File: config.mk
export PLATFORM = sky130hd
export DESIGN_NAME = vga_plot_arbiter
export DESIGN_NICKNAME = d
export VERILOG_FILES = /design/src/rtl/vga_plot_arbiter.sv
export SDC_FILE = /design/constraint.sdc
export NUM_CORES = 1
export LEC_CHECK = 0
export CAP_MARGIN = 25
export CORE_AREA = 4 4 54 104
export CTS_CLUSTER_SIZE = 20
export DETAILED_ROUTE_END_ITERATION = 10
export DIE_AREA = 0 0 58 108
export PLACE_DENSITY = 0.83
export REMOVE_ABC_BUFFERS = 1
export SLEW_MARGIN = 20
export SYNTH_ARGS = -nofsm -noshare
export SYNTH_HDL_FRONTEND = slang
export SYNTH_SLANG_ARGS = --single-unit
File: constraint.sdc
create_clock -name clock -period 6.4 [get_ports clock]
set_input_delay 1.28 -clock clock [delete_from_list [all_inputs] [get_ports clock]]
set_output_delay 1.28 -clock clock [all_outputs]
set_load 0.02 [all_outputs]
File: src/rtl/vga_plot_arbiter.sv
// Round-robin arbiter sharing the VGA adapter pixel-write port between sprite drawers.
// Define VGA_CLEAR_ON_RESET_EN to add a post-reset sweep that blanks the 160x120 screen.
module vga_plot_arbiter #(
    parameter int NUM_REQ   = 3,
    parameter int MAX_BURST = 512
) (
    input  logic                   clock,
    input  logic                   reset_n,
    input  logic [NUM_REQ-1:0]     req,
    input  logic [8*NUM_REQ-1:0]   in_x,
    input  logic [7*NUM_REQ-1:0]   in_y,
    input  logic [3*NUM_REQ-1:0]   in_colour,
    input  logic [NUM_REQ-1:0]     in_plot,
    output logic [NUM_REQ-1:0]     grant,
    output logic [7:0]             vga_x,
    output logic [6:0]             vga_y,
    output logic [2:0]             vga_colour,
    output logic                   vga_plot,
    output logic                   busy
);

    localparam int IDX_W = $clog2(NUM_REQ);
    localparam int CNT_W = $clog2(MAX_BURST);
    localparam logic [CNT_W-1:0] CNT_TOP = CNT_W'(MAX_BURST - 1);

    typedef enum logic [1:0] {
        S_IDLE,
        S_GRANT,
        S_CLEAR
    } state_t;

`ifdef VGA_CLEAR_ON_RESET_EN
    localparam state_t RESET_STATE = S_CLEAR;
`else
    localparam state_t RESET_STATE = S_IDLE;
`endif

    state_t               state_q, state_d;
    logic [NUM_REQ-1:0]   grant_q, grant_d;
    logic [IDX_W-1:0]     last_q, last_d;
    logic [CNT_W-1:0]     cnt_q, cnt_d;
    logic [7:0]           x_q, x_d;
    logic [6:0]           y_q, y_d;
    logic [2:0]           colour_q, colour_d;
    logic                 plot_q, plot_d;
    logic                 busy_q, busy_d;

    logic [IDX_W-1:0]     win;
    logic                 others_waiting;

`ifdef VGA_CLEAR_ON_RESET_EN
    logic [7:0]           cx_q, cx_d;
    logic [6:0]           cy_q, cy_d;
`endif

    // Rotating priority: the first request after the last winner takes the port.
    always_comb begin
        logic found;
        int   idx;
        found = 1'b0;
        idx   = 0;
        win   = last_q;
        for (int off = 1; off <= NUM_REQ; off++) begin
            idx = (int'(last_q) + off) % NUM_REQ;
            if (!found && req[idx]) begin
                found = 1'b1;
                win   = IDX_W'(idx);
            end
        end
    end

    assign others_waiting = |(req & ~grant_q);

    always_comb begin
        // NOTE: every next-state signal gets a default first so no path leaves it unassigned (no latches).
        state_d  = state_q;
        grant_d  = grant_q;
        last_d   = last_q;
        cnt_d    = cnt_q;
        x_d      = x_q;
        y_d      = y_q;
        colour_d = colour_q;
        plot_d   = 1'b0;
`ifdef VGA_CLEAR_ON_RESET_EN
        cx_d     = cx_q;
        cy_d     = cy_q;
`endif

        case (state_q)
            S_IDLE: begin
                grant_d = '0;
                if (|req) begin
                    state_d = S_GRANT;
                    grant_d = NUM_REQ'(1) << win;
                    last_d  = win;
                    cnt_d   = '0;
                end
            end

            S_GRANT: begin
                x_d      = in_x[8*int'(last_q) +: 8];
                y_d      = in_y[7*int'(last_q) +: 7];
                colour_d = in_colour[3*int'(last_q) +: 3];
                plot_d   = in_plot[last_q];
                if (!req[last_q]) begin
                    state_d = S_IDLE;
                    grant_d = '0;
                end else if (cnt_q == CNT_TOP) begin
                    // A lone requester keeps the port; otherwise yield at the burst limit.
                    if (others_waiting) begin
                        state_d = S_IDLE;
                        grant_d = '0;
                    end else begin
                        cnt_d = '0;
                    end
                end else begin
                    cnt_d = cnt_q + CNT_W'(1);
                end
            end

`ifdef VGA_CLEAR_ON_RESET_EN
            S_CLEAR: begin
                grant_d  = '0;
                x_d      = cx_q;
                y_d      = cy_q;
                colour_d = 3'b000;
                plot_d   = 1'b1;
                if (cx_q == 8'd159) begin
                    cx_d = 8'd0;
                    if (cy_q == 7'd119) begin
                        cy_d    = 7'd0;
                        state_d = S_IDLE;
                    end else begin
                        cy_d = cy_q + 7'd1;
                    end
                end else begin
                    cx_d = cx_q + 8'd1;
                end
            end
`endif

            default: begin
                state_d = S_IDLE;
                grant_d = '0;
            end
        endcase

        busy_d = (state_d != S_IDLE);
    end

    always_ff @(posedge clock or negedge reset_n) begin
        if (!reset_n) begin
            state_q  <= RESET_STATE;
            grant_q  <= '0;
            last_q   <= IDX_W'(NUM_REQ - 1);
            cnt_q    <= '0;
            x_q      <= '0;
            y_q      <= '0;
            colour_q <= '0;
            plot_q   <= 1'b0;
            busy_q   <= 1'b0;
        end else begin
            // NOTE: non-blocking assignments so every register samples pre-edge values.
            state_q  <= state_d;
            grant_q  <= grant_d;
            last_q   <= last_d;
            cnt_q    <= cnt_d;
            x_q      <= x_d;
            y_q      <= y_d;
            colour_q <= colour_d;
            plot_q   <= plot_d;
            busy_q   <= busy_d;
        end
    end

`ifdef VGA_CLEAR_ON_RESET_EN
    always_ff @(posedge clock or negedge reset_n) begin
        if (!reset_n) begin
            cx_q <= '0;
            cy_q <= '0;
        end else begin
            cx_q <= cx_d;
            cy_q <= cy_d;
        end
    end
`endif

    assign grant      = grant_q;
    assign vga_x      = x_q;
    assign vga_y      = y_q;
    assign vga_colour = colour_q;
    assign vga_plot   = plot_q;
    assign busy       = busy_q;

endmodule

# Yosys cells after proc, flatten, opt, wreduce, memory -nomap -nowiden
# Index checks and enable logic that the tools add are counted.
classes:
  add_sub_neg: 4
  n_mul: 2
  div_mod_pow: 3
  order_cmp: 4
  n_eq_ne: 7
  shift: 4
  muxes: 34
  bitwise: 2
  n_reduce_logical: 12
op_table:
  columns: ["op", "count"]
  rows:
  - ["$lt 32x4->1 const B", 3]
  - ["$mod 32x3->32 const B", 3]
  - ["$mux 9", 4]
  - ["$shiftx 24x6->8", 1]
  - ["$shiftx 21x6->7", 1]
  - ["$pmux 9 s2", 1]
  - ["$mux 2", 7]
  - ["$mux 3", 4]
  - ["$mux 1", 11]
  - ["$bmux 1 s2", 5]
  - ["$add 9x1->9 const B", 1]
  - ["$eq 9x9->1 const B", 1]
  - ["$ne 3x3->1 const B", 3]
  - ["$shiftx 9x5->3", 1]
  - ["$add 2x2->3 const B", 2]
  - ["$pmux 3 s2", 1]
  - ["$reduce_or 3->1", 2]
  - ["$mul 3x2->5 const A", 1]
  - ["$mul 2x2->4 const A", 1]
  - ["$ne 2x2->1 const B", 2]
  - ["$pmux 2 s2", 1]
  - ["$reduce_and 2->1", 2]
  - ["$reduce_and 4->1", 1]
  - ["$reduce_bool 2->1", 2]
  - ["other kinds (9)", 11]
word_totals:
  regBits: 36
  latchBits: 0
  ram_bits: 0
  rom_bits: 0
  elab_cells: 81
  n_memories: 0

# Logic depth before layout (Yosys ltp)
logic_depth:
  word_depth: 15
  ltp_mapped: 10

# Worst setup path before layout
# Ideal clock, no wire load.
synth_timing:
  path_type: "input to register"
  startpoint: "input req[2]"
  endpoint: "register cnt_q[5]"
  setup_ns: 0.125
  arrival_time_ns: 2.440
  setup_slack_ns: 3.835
  stages: 7
  cell_sequence: "buf_6 nor2b_4 o31a_1 o31a_4 buf_6 o21ai_2 o31ai_2"
synth_via:
  elab_chain_cells: 4
  elab_cells_between_ends: 9
synth_rtl:
  columns: ["element", "line_no", "text"]
  rows:
  - ["from (decl)", "9", "input logic [NUM_REQ-1:0] req,"]
  - ["$bmux 1 s2 or $and 3x3->3 (tied branches)", "105, 72", null]
  - ["$mux 1 (not written as such) or $reduce_or 3->1 (tied branches)", "105, 72", null]
  - ["$ne 2x2->1 (no source line) or $ne 3x3->1 (tied branches)", null, null]
  - ["$reduce_and 4->1 (no source line) (*)", null, null]
  - ["to (signal assigned)", "167", "cnt_q <= cnt_d;"]
  - ["to (decl)", "41", "logic [CNT_W-1:0] cnt_q, cnt_d;"]
# Mark *: on every way between the ends. The rest lies on a longest branch, timed or not. The select of a mux whose other input is x is not followed.
# A chain may end at the register's enable or synchronous reset.

# Worst setup path after layout
layout_timing:
  startpoint: "input req[1]"
  endpoint: "register cnt_q[3]"
# Same word-level chain as after synthesis.

==> key figures <==
Status
  • Status: finished, final reports clean

Synthesis
  • Synth async-reset ratio: 1.000
  • Cell variety after synth: 53
  • Post-synthesis adder-cell area fraction: 0.02828
  • Cells after Synth: 246
  • Register area share after synthesis: 0.4078
  • Post-synthesis mux area share: 0.1001
  • Number of synthesized flops with an enable pin: 0
  • Simple-Gate Fraction of Synth Area: 0.1980
  • Largest cells by area after synthesis: dfrtp_1 (40%), mux2i_1 (9.5%), a21oi_1 (6.1%)
  • Top FF cell, synth: dfrtp_1
  • Post-synth top area cell: dfrtp_1
  • Yosys warning count: 0
  • Syn_area_per_cell: 8.992 um2
  • Mapped Area: 0.002212 mm2
  • Yosys top cell area share: 0.3959
  • Synth Area in XOR/XNOR: 0
  • Compound-Gate Fraction of Synth Area: 0.2172
  • Largest family of logic cells by synthesized area: compound AO/OA/AOI/OAI gates
  • #FFs+latches synth: 36

Timing
  • Period utilisation layout: 0.4467
  • Hold Vio Cnt, Final: 0
  • RSZ-0062 raised after global routing: false
  • Worst Skew: 0.004461 ns
  • Final setup viols: 0
  • Max frequency: 0.3498 GHz
  • Least-Margin Pin Slew: about 0.85 ns
  • Setup TNS Final: 0 ns
  • Relative slew slack: 0.4306
  • Worst hold slack: 0.4839 ns
  • Setup ws final: 3.541 ns
  • Final slew viol count: 0
  • Fin crit period: 2.859 ns

Finish
  • Multi-input gate area: 0.001206 mm2
  • Layout area overhead: 42.59%
  • FF+latch area: 902.1 um2
  • Antenna fix cells: 0
  • Final nets: 391
  • Share of cells above drive strength 1: 0.09538
  • Fill count: 407

Placed design
  • Port Buffers: 84
  • GP Congestion: around 0.90
  • DP HPWL: 4725 um
  • DP Worst Slack: around 3.2 ns

Worst hold path
  • HP Class: reg -> reg

Clocking
  • TritonCTS Buffers: 5
  • Register clock-pin slew on the reported worst setup and hold paths: 0.07 ns
  • Hold_buf cts: 0
  • CTS tree: done
  • Clock tree buffer depth: 2
  • CTS root buf: clkbuf_8
  • H-tree Lvls: 2
  • Post-cts sizing count: 0
  • Clk_lat worst skew: 0.29 ns
  • Clk sinks: 36
  • Postcts setup bufs: 0

Die
  • Die Ht: about 110 um
  • Core Box Area: 0.004865 mm2
  • Initial Util: 0.4547
  • Die Wd: 58 um
  • DIE AREA: around 0.0063 mm2
  • I/O Pins: 85
  • Rows: 36

Setup path
  • Setup crit end kind: flop
  • Worst Path Arrival: 3.07 ns
  • Worst Path Class, Setup: in -> reg
  • Crit Path Max Fanout: 14
  • Worst Path Required: between 6 and 7 ns
  • Startpoint Class: input port

Power
  • Max VDD drop: 0.0003520 V
  • Leakage Power: roughly 1.4 nW
  • P per Cell Area: 383.8 mW/mm2
  • PnR Total Power: 0.001211 W

Global routing
  • Gr usage total: 0.2045
  • First-pass GRT wire length: around 10000 um
  • Vias in the first global route: 2,121
  • Grt ovf: 0
  • Largest net degree at the start of global routing: between 40 and 50
  • Initial antenna violation count: 0

Routing
  • Mean routed wirelength per cell: approximately 16 um
  • Vias per inst: 5.558
  • Vias: roughly 2,100
  • Detailed-route DRC error count: 0
  • Antenna Violating Nets Remaining: 0
  • Routed wire length: 6212 um
  • DRT iter0 DRCs: just over 90
  • DR pass1 iterations: 4

Flow run
  • Max Cap Violations: 0
-- area by class of cell --
| type | count | share of cell area |
|---|---|---|
| Clock buffer | 5 | 0.02182 |
| Tap cell | 57 | 0.02261 |
| Clock inverter | 3 | 0.01349 |
| Multi-Input combinational cell | 191 | 0.3824 |
| Sequential cell | 36 | 0.2860 |
| Timing Repair Buffer | 84 | 0.2650 |
| Inverter | 6 | 0.008727 |
-- flip-flops by register name, indices dropped and copies added, names as in the netlist --
| signal | flops |
|---|---|
| vga_colour | 3 |
| grant | 3 |
| cnt_q | 9 |
| vga_plot | 1 |
| vga_x | 8 |
| state_q | 2 |
| busy | 1 |
| vga_y | 7 |
| last_q | 2 |
-- power breakdown --
group          total (W)  switching (W)  leakage, nW  internal [W]
Sequential      0.000393      0.0000942        0.467      0.000299
Combinational   0.000619       0.000333        0.842      0.000286
Clock           0.000198      0.0000832       0.0541      0.000115
-- cell usage after synthesis (2+ instances only) --
master    number
a21oi_1       27
o31ai_2        2
nor3_1         3
o21ai_2        2
nand2b_1       4
clkbuf_1       6
o21ai_1        4
o21ai_0       24
nor2_1        27
mux2i_1       21
and3_1         3
and2_1         2
buf_6          3
buf_2          4
nand3_1        3
inv_1          5
ha_1           5
a21oi_2        2
nand2_1       30
and2b_1        2
dfrtp_1       35
-- final timing paths --
path	startpoint	endpoint	slack (ns)	depth (start not counted)
worst max-delay path	req[1]	cnt_q[3]$_DFFE_PN0P_	3.54	7
worst min-delay path	vga_colour[1]$_DFFE_PN0P_	vga_colour[1]$_DFFE_PN0P_	0.48	2
worst max register to register	last_q[0]$_DFFE_PN0P_	grant[0]$_DFFE_PN0P_	3.56	7
worst min register to register	vga_colour[1]$_DFFE_PN0P_	vga_colour[1]$_DFFE_PN0P_	0.48	2
max in group asynchronous	reset_n	vga_y[6]$_DFFE_PN0P_	4.81	1
min in group asynchronous	reset_n	cnt_q[6]$_DFFE_PN0P_	1.07	1
-- logic make-up (layout without fill, tap and decap cells) --
group / count (synthesis) / count (layout)
DFF: 36 / 36
muxes: 22 / 22
buffers and inverters: 19 / 98
and+or+nand+nor: 87 / 87
adders and majority gates: 5 / 5
other: 1 / 1
AOI/OAI and AO/OA: 76 / 76
-- per-stage QoR --
stage               cells    util  area, um2
floorplan             233       -       2136
global placement      374  0.6255       3043
detailed placement    374  0.6255       3043
CTS                   382  0.6484       3154
global route          382  0.6484       3154
finish                382  0.6484       3154
-- layout by cell type, fill, tap and decap left out, types with 4 or more instances in the layout --
master and instances:
a21oi_1 27, clkbuf_8 5, clkdlybuf4s50_1 83, dfrtp_1 35, ha_1 5, inv_1 5
mux2i_1 21, nand2_1 30, nand2b_1 4, nor2_1 27, o21ai_0 24, o21ai_1 4
-- worst max-delay path: stages --
cell and delay, ns:
clkdlybuf4s50_1 0.64, nor3_1 0.11, or3_2 0.47, o31a_4 0.20, clkinv_4 0.09, nand2_4 0.06
o31ai_2 0.22
-- metal layers --
| layer | GRT usage | part of all wire | wire [um] |
|---|---|---|---|
| met3 | 0.03704 | 0.044 | 276 |
| met2 | 0.3948 | 0.59 | 3635 |
| met1 | 0.1940 | 0.33 | 2038 |
| met4 | 0.1078 | 0.042 | 262 |
| met5 | 0 | 0 | 0 |
No activity file was read; power rests on OpenSTA's default activity.
